$ cat src/rtl/pmem_arbiter.sv
// Shares one line-granular physical-memory port between the I-cache and D-cache.
// Define PMEM_ARB_ROUND_ROBIN_EN for round-robin ties; otherwise the D-cache wins ties.
module pmem_arbiter #(
    parameter int unsigned LINE_WIDTH = 256,
    parameter int unsigned ADDR_WIDTH = 32
) (
    input  logic                  clk,
    input  logic                  rst_n,
    input  logic                  i_read,
    input  logic [ADDR_WIDTH-1:0] i_address,
    output logic                  i_resp,
    output logic [LINE_WIDTH-1:0] i_rdata,
    input  logic                  d_read,
    input  logic                  d_write,
    input  logic [ADDR_WIDTH-1:0] d_address,
    input  logic [LINE_WIDTH-1:0] d_wdata,
    output logic                  d_resp,
    output logic [LINE_WIDTH-1:0] d_rdata,
    output logic                  pmem_read,
    output logic                  pmem_write,
    output logic [ADDR_WIDTH-1:0] pmem_address,
    output logic [LINE_WIDTH-1:0] pmem_wdata,
    input  logic                  pmem_resp,
    input  logic [LINE_WIDTH-1:0] pmem_rdata
);

    typedef enum logic [1:0] {
        IDLE    = 2'd0,
        SERVE_I = 2'd1,
        SERVE_D = 2'd2,
        RELEASE = 2'd3
    } state_e;

    state_e                  state_q;
    logic [ADDR_WIDTH-1:0]   addr_q;
    logic [LINE_WIDTH-1:0]   wdata_q;
    logic                    write_q;
    logic                    last_d_q;

    logic i_pend_c;
    logic d_pend_c;
    logic tie_d_c;
    logic grant_d_c;
    logic grant_i_c;

    assign i_pend_c = i_read;
    assign d_pend_c = d_read | d_write;

`ifdef PMEM_ARB_ROUND_ROBIN_EN
    assign tie_d_c = ~last_d_q;
`else
    // D always wins a tie; last_d_q is tracked but has no influence here.
    assign tie_d_c = last_d_q | 1'b1;
`endif

    assign grant_d_c = d_pend_c & (~i_pend_c | tie_d_c);
    assign grant_i_c = i_pend_c & ~grant_d_c;

    // Arbitration FSM with latched transaction fields.
    always_ff @(posedge clk or negedge rst_n) begin
        if (!rst_n) begin
            state_q  <= IDLE;
            addr_q   <= '0;
            wdata_q  <= '0;
            write_q  <= 1'b0;
            last_d_q <= 1'b0;
        end else begin
            case (state_q)
                IDLE: begin
                    if (grant_d_c) begin
                        state_q  <= SERVE_D;
                        addr_q   <= d_address;
                        wdata_q  <= d_wdata;
                        write_q  <= d_write;
                        last_d_q <= 1'b1;
                    end else if (grant_i_c) begin
                        state_q  <= SERVE_I;
                        addr_q   <= i_address;
                        write_q  <= 1'b0;
                        last_d_q <= 1'b0;
                    end
                end
                SERVE_I, SERVE_D: begin
                    if (pmem_resp) begin
                        state_q <= RELEASE;
                    end
                end
                RELEASE: state_q <= IDLE;
                default: state_q <= IDLE;
            endcase
        end
    end

    // Strobes decode registered state only, so live requester inputs cannot disturb them.
    assign pmem_read    = (state_q == SERVE_I) | ((state_q == SERVE_D) & ~write_q);
    assign pmem_write   = (state_q == SERVE_D) & write_q;
    assign pmem_address = addr_q;
    assign pmem_wdata   = wdata_q;

    assign i_resp  = (state_q == SERVE_I) & pmem_resp;
    assign d_resp  = (state_q == SERVE_D) & pmem_resp;
    assign i_rdata = pmem_rdata;
    assign d_rdata = pmem_rdata;

endmodule

$ cat config.mk
export PLATFORM = sky130hd
export DESIGN_NAME = pmem_arbiter
export DESIGN_NICKNAME = d
export VERILOG_FILES = /design/src/rtl/pmem_arbiter.sv
export SDC_FILE = /design/constraint.sdc
export NUM_CORES = 1
export LEC_CHECK = 0
export CORE_AREA = 2 2 543 545
export CTS_CLUSTER_DIAMETER = 120
export DETAILED_ROUTE_END_ITERATION = 6
export DIE_AREA = 0 0 545 547
export HOLD_SLACK_MARGIN = 0.15
export PLACE_DENSITY = 0.32
export SLEW_MARGIN = 20
export SYNTH_ARGS = -nofsm -noshare
export SYNTH_HDL_FRONTEND = slang
export SYNTH_SLANG_ARGS = --single-unit
$ cat constraint.sdc
create_clock -name clk -period 1.83 [get_ports clk]
set_input_delay 0.4575 -clock clk [delete_from_list [all_inputs] [get_ports clk]]
set_output_delay 0.4575 -clock clk [all_outputs]
set_load 0.01 [all_outputs]
* Word level (Yosys, flattened, before mapping)
Cells that the tools add are included.
Word-level totals: bits of input ports 582, logic and storage cells 32, output and inout port bits 804, register bits after elaboration 291
Operators by class: muxes and demuxes 8, reductions and logical operators 6, equal/unequal tests 5, bitwise logic cells 9
Operator list (number):
- $mux W32 | 2
- $mux W2 | 3
- $pmux W2 S3 | 1
- $reduce_and A2 Y1 | 3
- $and A1 B1 Y1 | 5
- $eq A2 B2 Y1 const B | 2
- $ne A3 B3 Y1 const B | 1
- $eq A2 B1 Y1 const B | 1
- $logic_not A2 Y1 | 1
- $mux W1 | 2
- $ne A2 B2 Y1 const B | 1
- $not A1 Y1 | 2
- $or A1 B1 Y1 | 2
- $reduce_bool A2 Y1 | 1
- $reduce_or A2 Y1 | 1

* Logic depth before layout (Yosys ltp)
Gate-level depths: netlist of the first run.
depth after elaboration 6, mapped depth 7, gate-level depth less buffers 5

* Least setup slack after synthesis of the first run
OpenSTA, ideal clock, no wires.
path kind register to register, from register state_q[0], to register wdata_q[100], in the netlist pmem_wdata[100], cell stages (with the launch flop) 7, buffers on the path 2, setup slack 0.283 ns, arrival time 1.422 ns, clock period less this slack 1.547 ns, path through dfrtp_1 inv_1 ha_1 o21ai_4 buf_12 buf_12 mux2_4
Between the ends: word-level cells in the longest chain between the ends 2
Ends and longest elaborated chain:
- from (decl) | RTL line 34 | state_e state_q;
- from (signal assigned) | RTL line 62 | state_q <= IDLE;
- from (signal assigned) | RTL line 71 | state_q <= SERVE_D;
- from (signal assigned) | RTL line 77 | state_q <= SERVE_I;
- $logic_not A2 Y1 | RTL line 68 | case (state_q)
- $reduce_and A2 Y1 (no line)
- to (signal assigned) | RTL line 73 | wdata_q <= d_wdata;
- to (decl) | RTL line 36 | logic [LINE_WIDTH-1:0] wdata_q;
No other way between the ends. A chain may end at the register's enable or synchronous reset.

* Final worst setup path of the first run
from register state_q[1], to register wdata_q[168], in the netlist pmem_wdata[168]
The elaborated chain is that of the path after synthesis.

==> results of run 1 <==
-- cell usage in the layout (no fill, tap or decap), drive strengths merged, types with 10 or more instances in the layout --
| master | instances |
|---|---|
| clkdlybuf4s15 | 58 |
| o21ai | 33 |
| dfrtp | 291 |
| nand2 | 32 |
| mux2 | 257 |
| dlygate4sd2 | 144 |
| mux2i | 34 |
| clkinv | 10 |
| clkdlybuf4s50 | 324 |
| clkbuf | 60 |
| buf | 187 |
-- power by group --
part | switching [mW] | internal [mW] | leakage (nW) | total (mW)
combinational | 8.99 | 11.6 | 6.32 | 20.5
sequential | 2.47 | 9.83 | 3.43 | 12.3
clock | 3.41 | 4.58 | 0.632 | 7.99
-- registers in the layout (all words and copies together), names as in the netlist --
| register | flops |
|---|---|
| pmem_address | 32 |
| write_q | 1 |
| pmem_wdata | 256 |
| state_q | 2 |
-- routing by layer --
layer / routed length (µm) / GRT usage / part of all wire / vias to the layer above
li1: - / - / - / 3993
met1: 35300 / 0.0647 / 0.29 / 4481
met2: 58800 / 0.133 / 0.48 / 1052
met3: 23800 / 0.0660 / 0.19 / 238
met4: 4750 / 0.0292 / 0.039 / 4
met5: 27 / 0 / 0.00022 / -
-- layout make-up --
type	instances	area share
flip-flops and latches	291	0.285
inverters	3	0.000439
diodes	5	0.000488
clock inverters	22	0.00771
clock buffers	50	0.0429
well taps	3919	0.191
repair buffers	724	0.291
multi-input cells	372	0.181
-- critical path, stage by stage (launching register included) --
cell     delay, ps
dfrtp_1        410
inv_2           60
buf_4          140
ha_4           170
o21ai_4        100
buf_12         210
buf_16         200
buf_12         140
buf_12         120
mux2_4         290
-- logic make-up (layout without fill, tap and decap cells) --
| group | count (synthesis) | in the layout |
|---|---|---|
| AO/OA/AOI/OAI | 38 | 38 |
| adder cells (fa/ha/maj) | 4 | 4 |
| buffers and inverters | 553 | 799 |
| flip-flops | 291 | 291 |
| multiplexers | 291 | 291 |
| other | 0 | 5 |
| AND/OR/NAND/NOR | 39 | 39 |
-- final timing paths --
kind                       slack [ps]  cells past startpoint              end
setup / recovery                 -160                      9  pmem_wdata[168]
hold / removal                    320                      2  pmem_wdata[253]
setup reg to reg                 -160                      9  pmem_wdata[168]
hold reg to reg                   480                      2  pmem_address[4]
max in group asynchronous         740                      4  pmem_wdata[203]
min in group clk                  460                      2  pmem_wdata[227]
-- timing repair --
action,in CTS,in global routing
endpoints found under the setup margin,308,259
gates cloned,10,12
hold buffers,1,0
gates resized for setup,563,49
setup buffers,20,2
endpoints found under the hold margin,210,0
==> impl_metrics.ini, run 1 <==
[synth]
synth_edf_count = 0
synthXorXnorAreaFrac = 0
syn_area_per_cell_um2 = 13.4
muxShareOfSynthArea = 0.254
synthTopCellsByCount = buf_4 (520), dfrtp_1 (291), mux2_4 (240)
synth_area_um2 = 16300
yosysWarnings = 0
synth_top_area_frac = 0.447
synth_area_leader_cell = dfrtp_1
synthArstFlopShare = 1.00
ys_seq_area_frac = 0.447
synth-compound-area-share = 0.0129
synth_fa_ha_area_frac = 0.00307
synthTopCellsByArea = dfrtp_1 (45%), buf_4 (24%), mux2_4 (22%), buf_12 (3.2%), mux2i_1 (2.1%)
syn_inst = 1216
synth_seq_cells = 291
synth_most_common_cell = buf_4
synthFlopType = dfrtp_1
yosysUniqueCellTypes = 25
synth-simple-area-share = 0.0101
synth_fp_nets = 1802
synth_top_family_by_area = buffers and inverters

[power]
vdd_drop_max_v = 0.000814
power_mw = 40.8
powerDensity_nw_per_um2 = 1590
power.leakage_nw = 10.4

[sta]
min_period_over_period = 1.09
whs_ps = 324
layout_setup_ws_ps = -158
fin_crit_ps = 1990
hold_violations = 0
finClkSkew_ps = 21.6
rsz0062_at_grt = true
finalMaxSlewViolations = 0
tightest_slew_ps = 366
setup_tns_ps = -15760
setup_viol = 223
slew_headroom = 0.755
fmax_ghz = 0.503

[final_layout]
final_cell_area_um2 = 25600
fin_cells = 5386
fillerInstances = 33789
multi_input_area_um2 = 4640
regArea_um2 = 7310
area_growth_pct = 57.3
drive_above_1_share = 0.403
nets = 2018
final_core_util = 0.0876

[placement]
placedCellCount = 5269
dpl_cell_area_um2 = 23500
io_buffers = 617
dp.final_hpwl_um = 106000
globalplace.congestion = 0.771
post-place-ws_ps = -478

[status]
failed_checks = setup timing
status = finished, violations left

[detailed_routing]
firstDrtPassIters = 4
drt_iter0_drc = 330
routedWlPerCell_um = 22.8
drc = 0
drt-total-wl_um = 123000
vias = 9768
ant_nets = 0
viasPerCell = 1.81

[floorplan]
die_y_um = 547
fp-row-count = 199
io_pins = 1386
core_area_um2 = 293000
die_w_um = 545
start_util = 0.0557
die_area_um2 = 298000

[worst_setup_path]
startpoint = state_q[1]
endpoint_kind = register
critPathKind = reg2reg
reg2reg_from = state_q[1]
cp_max_fo = 7
worst_ep_required_time_ps = 2300
crit_arrival_ps = 2460
crit_path_start_kind = register

[clocking]
h-tree-depth = 2
cts_num_sinks = 291
cts_max_path_buffers = 3
tritoncts = done
cts-buffers-inserted = 40
clk_pin_slew_ps = 60
insertion_delay_ps = 610
root_buffer = clkbuf_16

[global_route]
grt_overflow = 0
grt_max_degree = 56
grt_pass1_wl_um = 146000
grt_pass1_vias = 10417
antenna_found_initial = 34
grt.total_usage = 0.0777

[hold_path]
hold_path_class = in2async

[run]
max_cap_viol_count = 0
Power figures use the tool's default switching activity.
==> inputs of run 2 (changes only) <==
--- a/config.mk
+++ b/config.mk
@@ -15,3 +15,4 @@
 export SYNTH_ARGS = -nofsm -noshare
 export SYNTH_HDL_FRONTEND = slang
 export SYNTH_SLANG_ARGS = --single-unit
+export TNS_END_PERCENT = 100
==> results of run 2 <==
The final DEF is identical to that of run 1; final timing and power are the same.
==> inputs of run 3 (changes only) <==
--- a/config.mk
+++ b/config.mk
@@ -10,7 +10,6 @@
 export DETAILED_ROUTE_END_ITERATION = 6
 export DIE_AREA = 0 0 545 547
 export HOLD_SLACK_MARGIN = 0.15
-export PLACE_DENSITY = 0.32
 export SLEW_MARGIN = 20
 export SYNTH_ARGS = -nofsm -noshare
 export SYNTH_HDL_FRONTEND = slang
==> constraint.sdc (replaced) <==
create_clock -name clk -period 2.05 [get_ports clk]
set_input_delay 0.5125 -clock clk [delete_from_list [all_inputs] [get_ports clk]]
set_output_delay 0.5125 -clock clk [all_outputs]
set_load 0.01 [all_outputs]
==> run 3 against run 2 <==
Compared with the run above: the run still ends with setup timing left; flip-flop and latch count is the same; cell area down 2.4%; combinational power is 6% lower; largest power group unchanged; global-route usage rose by 1.8 points; die area unchanged; sequential power down 13%; setup slack improved by 96 ps; via count is 3.7% higher; count of clock-buffer cells in the layout up 1; register-to-register slack better by 220 ps; highest routed layer unchanged; power decreased by 9.3%; critical path type is now reg2out; critical path depth decreased by 5.
==> impl_metrics.ini, run 3 (synthesized netlist as in run 1, its figures left out) <==
[power]
power.leakage_nw = 10.1
vdd_drop_max_v = 0.000848
powerDensity_nw_per_um2 = 1480

[global_route]
grt.total_usage = 0.0958
grt_pass1_wl_um = 172000
grt_overflow = 0
antenna_found_initial = 91
grt_pass1_vias = 10386
grt_max_degree = 66

[floorplan]
fp-row-count = 199
die_area_um2 = 298000
io_pins = 1386
die_y_um = 547
die_w_um = 545
core_area_um2 = 293000
start_util = 0.0557

[clocking]
cts-buffers-inserted = 38
h-tree-depth = 2
root_buffer = clkbuf_16
clk_pin_slew_ps = 60
tritoncts = done
cts_max_path_buffers = 3
cts_num_sinks = 291
insertion_delay_ps = 610

[detailed_routing]
drt_iter0_drc = 445
firstDrtPassIters = 4
vias = 10127
ant_nets = 0
drt-total-wl_um = 151000
viasPerCell = 1.88
routedWlPerCell_um = 28.1
drc = 0

[sta]
fin_crit_ps = 2110
tightest_slew_ps = 626
finalMaxSlewViolations = 0
setup_tns_ps = -65.7
min_period_over_period = 1.03
hold_violations = 0
layout_setup_ws_ps = -61.7
finClkSkew_ps = 20.9
setup_viol = 3
slew_headroom = 0.583
fmax_ghz = 0.474
rsz0062_at_grt = true

[placement]
io_buffers = 617
globalplace.congestion = 0.728
dp.final_hpwl_um = 139000
placedCellCount = 5263
post-place-ws_ps = -355

[final_layout]
final_core_util = 0.0856
drive_above_1_share = 0.342
nets = 1987
layout_common_cells = clkdlybuf4s50_1 (327), dfrtp_1 (290), mux2_4 (240)
area_growth_pct = 53.5
fin_cells = 5380
largest_register_ffs = 256
layout_commonest_cell = clkdlybuf4s50_1

[run]
max_cap_viol_count = 0

[worst_setup_path]
crit_path_start_kind = register
r2r_setup_slack_ps = 60
path_cells = inv_2 -> ha_4 -> a21o_1 -> buf_12
cp_max_fo = 3
worst_ep_required_time_ps = 1540
crit_arrival_ps = 1600
endpoint_kind = output port
critPathKind = reg2out
slowest_stage = dfrtp_1
crit_path_max_incr_delay_ps = 410

[status]
status = finished, violations left
failed_checks = setup timing

[hold_path]
hold_path_class = in2async
-- run 3: repair_timing --
| item | CTS | global route |
|---|---|---|
| cloned | 0 | 10 |
| setup endpoints to repair | 234 | 76 |
| endpoints found under the hold margin | 32 | 0 |
| pin swaps | 1 | 0 |
| gates resized for setup | 286 | 42 |
| buffers inserted | 2 | 4 |
| hold buffers | 1 | 0 |
-- run 3: worst paths after layout --
check                                     start               to  cells past startpoint
worst max register to register       state_q[0]   pmem_wdata[78]                      8
max in group asynchronous                 rst_n  pmem_wdata[112]                      3
worst max-delay path                 state_q[0]        pmem_read                      4
min in group clk                pmem_address[4]  pmem_address[4]                      2
worst min-delay path                      rst_n  pmem_wdata[105]                      2
worst min register to register  pmem_address[4]  pmem_address[4]                      2
-- run 3: power breakdown --
group	total [mW]	switching (mW)	leakage (nW)	internal (mW)
Sequential	10.7	1.94	3.45	8.74
Combinational	19.2	9.88	5.98	9.35
Clock	7.15	2.97	0.653	4.19
Total	37.1	14.8	10.1	22.3
-- run 3: layout make-up --
type / count / area, µm²
Antenna cell: 30 / 75.1
Clock buffer: 51 / 1080
Clock inverter: 19 / 270
Fill cell: 33720 / 268000
Inverter: 3 / 11.3
Multi-Input combinational cell: 372 / 4620
Sequential cell: 291 / 7280
Tap cell: 3919 / 4900
Timing Repair Buffer: 695 / 6790
-- run 3: through the flow --
step	power [mW]	area (µm²)	hold WS (ps)
finish	37.1	25000	452
global route	39.3	25000	474
CTS	37.2	24600	440
detailed placement	31.3	23500	469
global placement	31.0	23500	466
floorplan	20.0	16300	217
-- run 3: critical path: cells and delay by family (launching register included) --
kind,cells,cell delay [ps]
buffers and inverters,2,220
adder cells (fa/ha/maj),1,170
AO/OA/AOI/OAI,1,190
flip-flops,1,410
-- run 3: layer usage --
metal | up-vias | global-route usage | wire length (µm)
met5 | - | 0.00385 | 126
met4 | 4 | 0.0434 | 7090
met3 | 313 | 0.115 | 39900
met2 | 1362 | 0.150 | 66800
met1 | 4510 | 0.0668 | 37000
li1 | 3938 | - | -
